**src/rtl/maze_mem_arbiter_if.sv**
```systemverilog
// maze_mem_arbiter_if: requester ports plus memory-side bus of the maze memory arbiter
interface maze_mem_arbiter_if #(parameter int MAZE_WIDTH = 6);
    logic                  req0, req1, we0, we1;
    logic [MAZE_WIDTH-1:0] row0, row1, col0, col1;
    logic                  gnt0, gnt1, rvalid0, rvalid1, rdata;
    logic [MAZE_WIDTH-1:0] mem_row, mem_col;
    logic                  mem_oe, mem_we, mem_rdata;

    modport slave (
        input  req0, req1, we0, we1, row0, row1, col0, col1, mem_rdata,
        output gnt0, gnt1, rvalid0, rvalid1, rdata, mem_row, mem_col, mem_oe, mem_we
    );

    modport master (
        output req0, req1, we0, we1, row0, row1, col0, col1, mem_rdata,
        input  gnt0, gnt1, rvalid0, rvalid1, rdata, mem_row, mem_col, mem_oe, mem_we
    );
endinterface

```
**src/rtl/maze_mem_arbiter.sv**
```systemverilog
// maze_mem_arbiter: round-robin, burst-bounded sharing of the single-port maze memory
module maze_mem_arbiter #(
    parameter int MAZE_WIDTH = 6,
    parameter int MAX_BURST  = 8,
    parameter int CNT_WIDTH  = 4
) (
    input logic               clk,
    input logic               rst_n,
    maze_mem_arbiter_if.slave bus
);
    typedef enum logic [1:0] {IDLE, OWN0, OWN1} state_t;
    localparam logic [CNT_WIDTH-1:0] CNT_MAX = CNT_WIDTH'(MAX_BURST - 1);
    state_t               state, state_nx;
    logic                 last, gnt0, gnt1, other_req, at_limit;
    logic [CNT_WIDTH-1:0] burst_cnt;

    assign gnt0      = state == OWN0 && bus.req0;
    assign gnt1      = state == OWN1 && bus.req1;
    assign other_req = state == OWN0 ? bus.req1 : state == OWN1 ? bus.req0 : 1'b0;
    assign at_limit  = burst_cnt == CNT_MAX;

    always_comb begin
        state_nx = state;
        case (state)
            IDLE:    state_nx = bus.req0 && bus.req1 ? (last ? OWN0 : OWN1) :
                                bus.req0 ? OWN0 : bus.req1 ? OWN1 : IDLE;
            OWN0:    state_nx = !bus.req0 ? (bus.req1 ? OWN1 : IDLE) :
                                bus.req1 && at_limit ? OWN1 : OWN0;
            OWN1:    state_nx = !bus.req1 ? (bus.req0 ? OWN0 : IDLE) :
                                bus.req0 && at_limit ? OWN0 : OWN1;
            default: state_nx = IDLE;
        endcase
    end

    // the burst count only advances while the other port is kept waiting
    always_ff @(posedge clk or negedge rst_n) begin
        if (!rst_n) begin
            state       <= IDLE;
            last        <= 1'b1;
            burst_cnt   <= '0;
            bus.rvalid0 <= 1'b0;
            bus.rvalid1 <= 1'b0;
        end else begin
            state       <= state_nx;
            last        <= gnt0 ? 1'b0 : gnt1 ? 1'b1 : last;
            burst_cnt   <= state_nx != state || !other_req ? '0 :
                           (gnt0 || gnt1) && !at_limit ? burst_cnt + CNT_WIDTH'(1) : burst_cnt;
            bus.rvalid0 <= gnt0 && !bus.we0;
            bus.rvalid1 <= gnt1 && !bus.we1;
        end
    end

    assign bus.gnt0    = gnt0;
    assign bus.gnt1    = gnt1;
    assign bus.mem_row = gnt0 ? bus.row0 : gnt1 ? bus.row1 : {MAZE_WIDTH{1'b0}};
    assign bus.mem_col = gnt0 ? bus.col0 : gnt1 ? bus.col1 : {MAZE_WIDTH{1'b0}};
    assign bus.mem_we  = (gnt0 && bus.we0) || (gnt1 && bus.we1);
    assign bus.mem_oe  = (gnt0 && !bus.we0) || (gnt1 && !bus.we1);
    assign bus.rdata   = bus.mem_rdata;
endmodule
```
**src/flat_wrapper.sv**
```systemverilog
// flat-port wrapper written by rule: the top's interface ports become plain ports
module maze_mem_arbiter_flat 
#(
    parameter int MAZE_WIDTH = 6,
    parameter int MAX_BURST  = 8,
    parameter int CNT_WIDTH  = 4
)
  (clk, rst_n, bus_req0, bus_req1, bus_we0, bus_we1, bus_row0, bus_row1, bus_col0, bus_col1, bus_mem_rdata, bus_gnt0, bus_gnt1, bus_rvalid0, bus_rvalid1, bus_rdata, bus_mem_row, bus_mem_col, bus_mem_oe, bus_mem_we);
  maze_mem_arbiter_if #(.MAZE_WIDTH(MAZE_WIDTH)) bus_i ();
  input logic clk;
  input logic rst_n;
  input wire logic [$bits(bus_i.req0)-1:0] bus_req0;
  input wire logic [$bits(bus_i.req1)-1:0] bus_req1;
  input wire logic [$bits(bus_i.we0)-1:0] bus_we0;
  input wire logic [$bits(bus_i.we1)-1:0] bus_we1;
  input wire logic [$bits(bus_i.row0)-1:0] bus_row0;
  input wire logic [$bits(bus_i.row1)-1:0] bus_row1;
  input wire logic [$bits(bus_i.col0)-1:0] bus_col0;
  input wire logic [$bits(bus_i.col1)-1:0] bus_col1;
  input wire logic [$bits(bus_i.mem_rdata)-1:0] bus_mem_rdata;
  output wire logic [$bits(bus_i.gnt0)-1:0] bus_gnt0;
  output wire logic [$bits(bus_i.gnt1)-1:0] bus_gnt1;
  output wire logic [$bits(bus_i.rvalid0)-1:0] bus_rvalid0;
  output wire logic [$bits(bus_i.rvalid1)-1:0] bus_rvalid1;
  output wire logic [$bits(bus_i.rdata)-1:0] bus_rdata;
  output wire logic [$bits(bus_i.mem_row)-1:0] bus_mem_row;
  output wire logic [$bits(bus_i.mem_col)-1:0] bus_mem_col;
  output wire logic [$bits(bus_i.mem_oe)-1:0] bus_mem_oe;
  output wire logic [$bits(bus_i.mem_we)-1:0] bus_mem_we;
  assign bus_i.req0 = bus_req0;
  assign bus_i.req1 = bus_req1;
  assign bus_i.we0 = bus_we0;
  assign bus_i.we1 = bus_we1;
  assign bus_i.row0 = bus_row0;
  assign bus_i.row1 = bus_row1;
  assign bus_i.col0 = bus_col0;
  assign bus_i.col1 = bus_col1;
  assign bus_i.mem_rdata = bus_mem_rdata;
  assign bus_gnt0 = bus_i.gnt0;
  assign bus_gnt1 = bus_i.gnt1;
  assign bus_rvalid0 = bus_i.rvalid0;
  assign bus_rvalid1 = bus_i.rvalid1;
  assign bus_rdata = bus_i.rdata;
  assign bus_mem_row = bus_i.mem_row;
  assign bus_mem_col = bus_i.mem_col;
  assign bus_mem_oe = bus_i.mem_oe;
  assign bus_mem_we = bus_i.mem_we;
  maze_mem_arbiter #(.MAZE_WIDTH(MAZE_WIDTH), .MAX_BURST(MAX_BURST), .CNT_WIDTH(CNT_WIDTH)) u_core (.clk(clk), .rst_n(rst_n), .bus(bus_i));
endmodule
```
**config.mk**
```make
export PLATFORM = sky130hd
export DESIGN_NAME = maze_mem_arbiter_flat
export DESIGN_NICKNAME = d
export VERILOG_FILES = /design/src/rtl/maze_mem_arbiter_if.sv /design/src/rtl/maze_mem_arbiter.sv /design/src/flat_wrapper.sv
export SDC_FILE = /design/constraint.sdc
export NUM_CORES = 1
export LEC_CHECK = 0
export ABC_AREA = 1
export BUFFER_PORTS_ARGS = -buffer_cell sky130_fd_sc_hd__buf_2
export CELL_PAD_IN_SITES_DETAIL_PLACEMENT = 1
export CELL_PAD_IN_SITES_GLOBAL_PLACEMENT = 2
export CORE_UTILIZATION = 18
export CTS_CLUSTER_DIAMETER = 200
export CTS_CLUSTER_SIZE = 30
export DETAILED_ROUTE_END_ITERATION = 8
export GPL_ROUTABILITY_DRIVEN = 0
export HOLD_SLACK_MARGIN = 0.15
export MAX_ROUTING_LAYER = met4
export PLACE_DENSITY = 0.76
export SLEW_MARGIN = 15
export SYNTH_ARGS = -nofsm -noshare
export SYNTH_HDL_FRONTEND = slang
export SYNTH_SLANG_ARGS = --single-unit
```
**constraint.sdc**
```tcl
create_clock -name clk -period 1.6 [get_ports clk]
set_clock_uncertainty 0.05 [all_clocks]
set_input_delay 0.32 -clock clk [delete_from_list [all_inputs] [get_ports clk]]
set_output_delay 0.32 -clock clk [all_outputs]
set_load 0.01 [all_outputs]
```
# Word-level counts from Yosys, hierarchy flattened
# Index checks and enable logic that the tools add are counted.
[classes]
n_bitwise = 0
reduce_logical = 21
div_mod_pow = 0
shifts = 0
multipliers = 0
magnitude_cmp = 0
muxes = 20
n_eq_ne = 4
n_addsub = 1
[op_table]
columns = ["cell", "n"]
rows = [
  ["6-bit 2-to-1 mux", 4],
  ["2-bit 2-to-1 mux", 8],
  ["1-bit logical AND", 10],
  ["4-bit 2-to-1 mux", 2],
  ["2-bit one-hot mux with 3 select lines", 1],
  ["1-bit 2-to-1 mux", 5],
  ["4-bit by 1-bit adder with 4-bit output (second input constant)", 1],
  ["4-bit by 3-bit == test with 1-bit output (second input constant)", 1],
  ["1-bit logical NOT", 4],
  ["1-bit logical OR", 4],
  ["2-bit nonzero test", 2],
  ["2-bit by 1-bit == test with 1-bit output (second input constant)", 1],
  ["2-bit == test (second input constant)", 1],
  ["2-bit logical NOT", 1],
  ["2-bit inequality test", 1],
]
[word_totals]
output_inout_bits = 19
elab_cells = 51
rom_bits = 0
regBits = 9
mem_count = 0
mem_bits_rw = 0
latchBits = 0
inputBits = 31

# Depth between registers and ports, before layout
[depth]
ltp_word = 8
ltp_mapped = 8
ltp_nobuf = 8

# Worst setup path after synthesis
# Ideal clock, no wire load.
[synth_path]
kind = "register to output"
start = "reg u_core.state[1]"
end = "out bus_mem_col[1]"
setup_slack_ns = 0.194
stages_incl_launch_ff = 7
t_arrival_ns = 1.036
n_path_buf = 1
t_required_ns = 1.230
path_cell_list = "dfrtp_1 > nor2_2 > inv_2 > nor2_4 > buf_4 > nand2_1 > nand2_1"
[synth_via]
elab_cells_between_ends = 6
cone_classes = "eq/ne (2); mux (2); reduce/logical (2)"
[synth_lines]
columns = ["element", "line", "text"]
rows = [
  ["start, declared", "maze_mem_arbiter.sv:13", "state_t state, state_nx;"],
  ["start signal, assigned", "maze_mem_arbiter.sv:44", "state <= state_nx;"],
  ["2-bit by 1-bit == test with 1-bit output", "maze_mem_arbiter.sv:17", "assign gnt0 = state == OWN0 && bus.req0;"],
  ["1-bit logical AND", "maze_mem_arbiter.sv:17", ""],
  ["via bus_gnt0", "flat_wrapper.sv:21", "output wire logic [$bits(bus_i.gnt0)-1:0] bus_gnt0;"],
  ["6-bit 2-to-1 mux", "maze_mem_arbiter.sv:56", "assign bus.mem_col = gnt0 ? bus.col0 : gnt1 ? bus.col1 : {MAZE_WIDTH{1'b0}};"],
  ["end, declared", "flat_wrapper.sv:27", "output wire logic [$bits(bus_i.mem_col)-1:0] bus_mem_col;"],
]
# The timed path passes the listed nets, and every way through them passes these cells.

# Worst setup path after layout
[layout_path]
start = "reg u_core.state[1]"
end = "out bus_mem_col[3]"
[layout_via]
elab_chain_len = 4
elab_cells_between_ends = 6
cone_classes = "eq/ne (2); mux (2); reduce/logical (2)"
[layout_lines]
columns = ["element", "line", "text"]
rows = [
  ["2-bit == test", "maze_mem_arbiter.sv:18", "assign gnt1 = state == OWN1 && bus.req1;"],
  ["1-bit logical AND", "maze_mem_arbiter.sv:18", ""],
  ["6-bit 2-to-1 mux", "maze_mem_arbiter.sv:56", ""],
  ["6-bit 2-to-1 mux (*)", "maze_mem_arbiter.sv:56", ""],
]
# Mark *: on every way between the ends. The rest lies on a longest branch, timed or not.

==> impl_metrics.tcl <==
set metrics [dict create \
    synthCells 98 \
    wl_per_cell_um 12.28 \
    root_buffer "clkbuf_4" \
    p_leak_nw 0.6765 \
    synthesis.nets 130 \
    synth-compound-area-share 0.08935 \
    insertion_delay_ns 0.27 \
    p_seq_frac 0.236 \
    finalMaxSlewViolations 0 \
    holdCritPathClass "input port to flip-flop" \
    grt_busiest_layer "met2" \
    yosysTopAreaCell "dfrtp_1" \
    p_sw_w 0.0005925 \
    setup_ws_ns -0.2136 \
    first_pass_iters 3 \
    grt_pass1_wl_um 4181 \
    cts_tree "built" \
    start_util 0.1927 \
    holdPathStages 2 \
    synthFlopType "dfrtp_1" \
    synth_area_um2 658.1 \
    yosysUniqueCellTypes 24 \
    clock_sink_count 9 \
    wirelength_um 2566 \
    cts_made_buffers 3 \
    htree_levels 1 \
    slew_headroom 0.8461 \
    crit_path_end_kind "primary output" \
    grt_pass1_vias 899 \
    finalPower_w 0.001409 \
    crit_path_start_kind "flip-flop" \
    rsz0062_at_grt "true" \
    synth_xor_area_frac 0.02662 \
    synth_fa_ha_area_frac 0.01901 \
    drv_cap 0 \
    synth_common_cells "nand2_1, dfrtp_1, inv_1, nor2_1" \
    clk_path_buf_depth 2 \
    synth_top_family_by_area "simple AND/OR/NAND/NOR gates" \
    cp.arrival_ns 1.44 \
    clockPowerShare 0.131 \
    stdcell_count 209 \
    synth_edf_count 0 \
    path_class "flip-flop to primary output" \
    overflow 0 \
    grt_use_total 0.1392 \
    io_pins 50 \
    syn2layout_area_growth_pct 83.46 \
    vias 877 \
    ys_top_cells_by_area "dfrtp_1, nand2_1, inv_1, nor2_1, dfstp_2" \
    yosysMostFrequentCell "nand2_1" \
    chipWidth_um 62.47 \
    hold_viol 0 \
    fp.coreArea_um2 3416 \
    final.period_utilization 1.134 \
    post_dp_cell_area_um2 962.2 \
    portBuffers 47 \
    power.internal_w 0.0008160 \
    n_antenna_cell 0 \
    placed_cells 193 \
    drtIter0Drc 24 \
    utilization 0.3535 \
    hpwl_um 1889 \
    async_reset_ff_frac 1.000 \
    final_area_um2 1207 \
    die_h_um 62.47 \
    switching_share 0.4207 \
    clk_pin_slew_ns 0.07 \
    row_count 21 \
    violations "negative setup slack" \
    synth_seq_cells 9 \
    crit_fanout 7 \
    min_period_ns 1.814 \
    die_area_um2 3902 \
    synthSimpleGateAreaFrac 0.4183 \
    p_comb_frac 0.633 \
    drive_gt1_frac 0.6319 \
    synth.avg_cell_area_um2 6.716 \
    drc 0 \
    tightest_slew_ns 0.2309 \
    rr_worst_depth 8 \
    powerDensity_nw_per_um2 1167 \
    grt_antenna_before_repair 0 \
    seq_area_frac_synth 0.3441 \
    max_freq_mhz 551.4 \
    final_nets 196 \
    ir_drop_mv 0.3496 \
    muxShareOfSynthArea 0 \
    synth_top_area_frac 0.3042 \
    use_met2 0.2568 \
    met3_usage 0.04562 \
    cp_data_required_time_ns 1.23 \
    yosys_warnings 0 \
    worst_hold_slack_ns 0.1937 \
    grtUsageMet1 0.1433 \
    grt_max_degree 10 \
    antenna_left 0 \
    status "finished, violations left" \
    finalSetupViolCount 16 \
    routed_via_density 4.196 \
]
## cells by family (layout without fill, tap and decap cells)
| logic type | after synthesis | in the layout |
|---|---|---|
| simple gates | 63 | 63 |
| buf+inv | 14 | 79 |
| compound gates | 9 | 9 |
| flops | 9 | 9 |
| xor+xnor | 2 | 2 |
| fa+ha+maj | 1 | 1 |
## placed cells by master (no fill, tap or decap), drive strengths merged
master / instances
o22ai: 1
dlygate4sd3: 1
xor2: 1
o21ai: 4
xnor2: 1
dfrtp: 8
o21bai: 2
inv: 11
nor2: 13
a21oi: 1
dfstp: 1
nand3: 3
buf: 63
nand4: 2
ha: 1
clkbuf: 4
nand2: 45
a22o: 1
## path summary, 6_finish.rpt
path / start / endpoint / slack, ns
max reg2reg: u_core.burst_cnt[0] / u_core.burst_cnt[3] / 0.17
max: u_core.state[1] / bus_mem_col[3] / -0.21
max in group asynchronous: rst_n / u_core.last / 0.85
min: bus_we0 / u_core.bus.rvalid0 / 0.19
min in group asynchronous: rst_n / u_core.burst_cnt[2] / 0.39
min reg2reg: u_core.burst_cnt[0] / u_core.burst_cnt[0] / 0.42
## through the flow
stage	setup slack (ns)	TNS (ns)
after floorplan	0.1939	0
after global placement	0.09156	0
after detailed placement	0.04776	0
after CTS	-0.1947	-2.451
after global routing	-0.2993	-4.134
final	-0.2136	-2.839
## sequential cells by signal (all words and copies together), names as in the netlist
signal,count
u_core.bus.rvalid1,1
u_core.state,2
u_core.last,1
u_core.bus.rvalid0,1
u_core.burst_cnt,4
## critical path, stage by stage, from the launching register on
cell and delay (ns):
dfrtp_2 0.45, nor2_4 0.11, inv_2 0.06, nor2_4 0.16, buf_6 0.15, nand2_1 0.06, nand2_1 0.07, buf_2 0.12
## layer usage
layer / up-vias / wire length, µm
met5: - / 0
met4: 0 / 12
met3: 2 / 171
li1: 431 / -
met2: 33 / 1430
met1: 411 / 951
## power groups by stage
stage / clock network, W / logic [W] / registers [W]
after floorplan: 0 / 0.000386 / 0.000323
after global placement: 0 / 0.000595 / 0.000324
after detailed placement: 0 / 0.000610 / 0.000328
after CTS: 0.000192 / 0.000781 / 0.000322
after global routing: 0.000211 / 0.000968 / 0.000339
final: 0.000184 / 0.000892 / 0.000333
## timing repair
action,in CTS,in global routing
hold endpoints to repair,9,0
resized for setup,5,32
gates cloned,0,0
pin swaps,2,9
hold buffers,1,0
buffers inserted,10,3
setup endpoints to repair,16,21
## area by class of cell
type | count | area (µm²)
well taps | 46 | 57.56
clock buffers | 4 | 26.28
flip-flops and latches | 9 | 227.7
fillers | 433 | 2208
inverters | 11 | 41.29
repair buffers | 64 | 409.1
multi-input cells | 75 | 445.4
No activity file was read; power rests on OpenSTA's default activity.
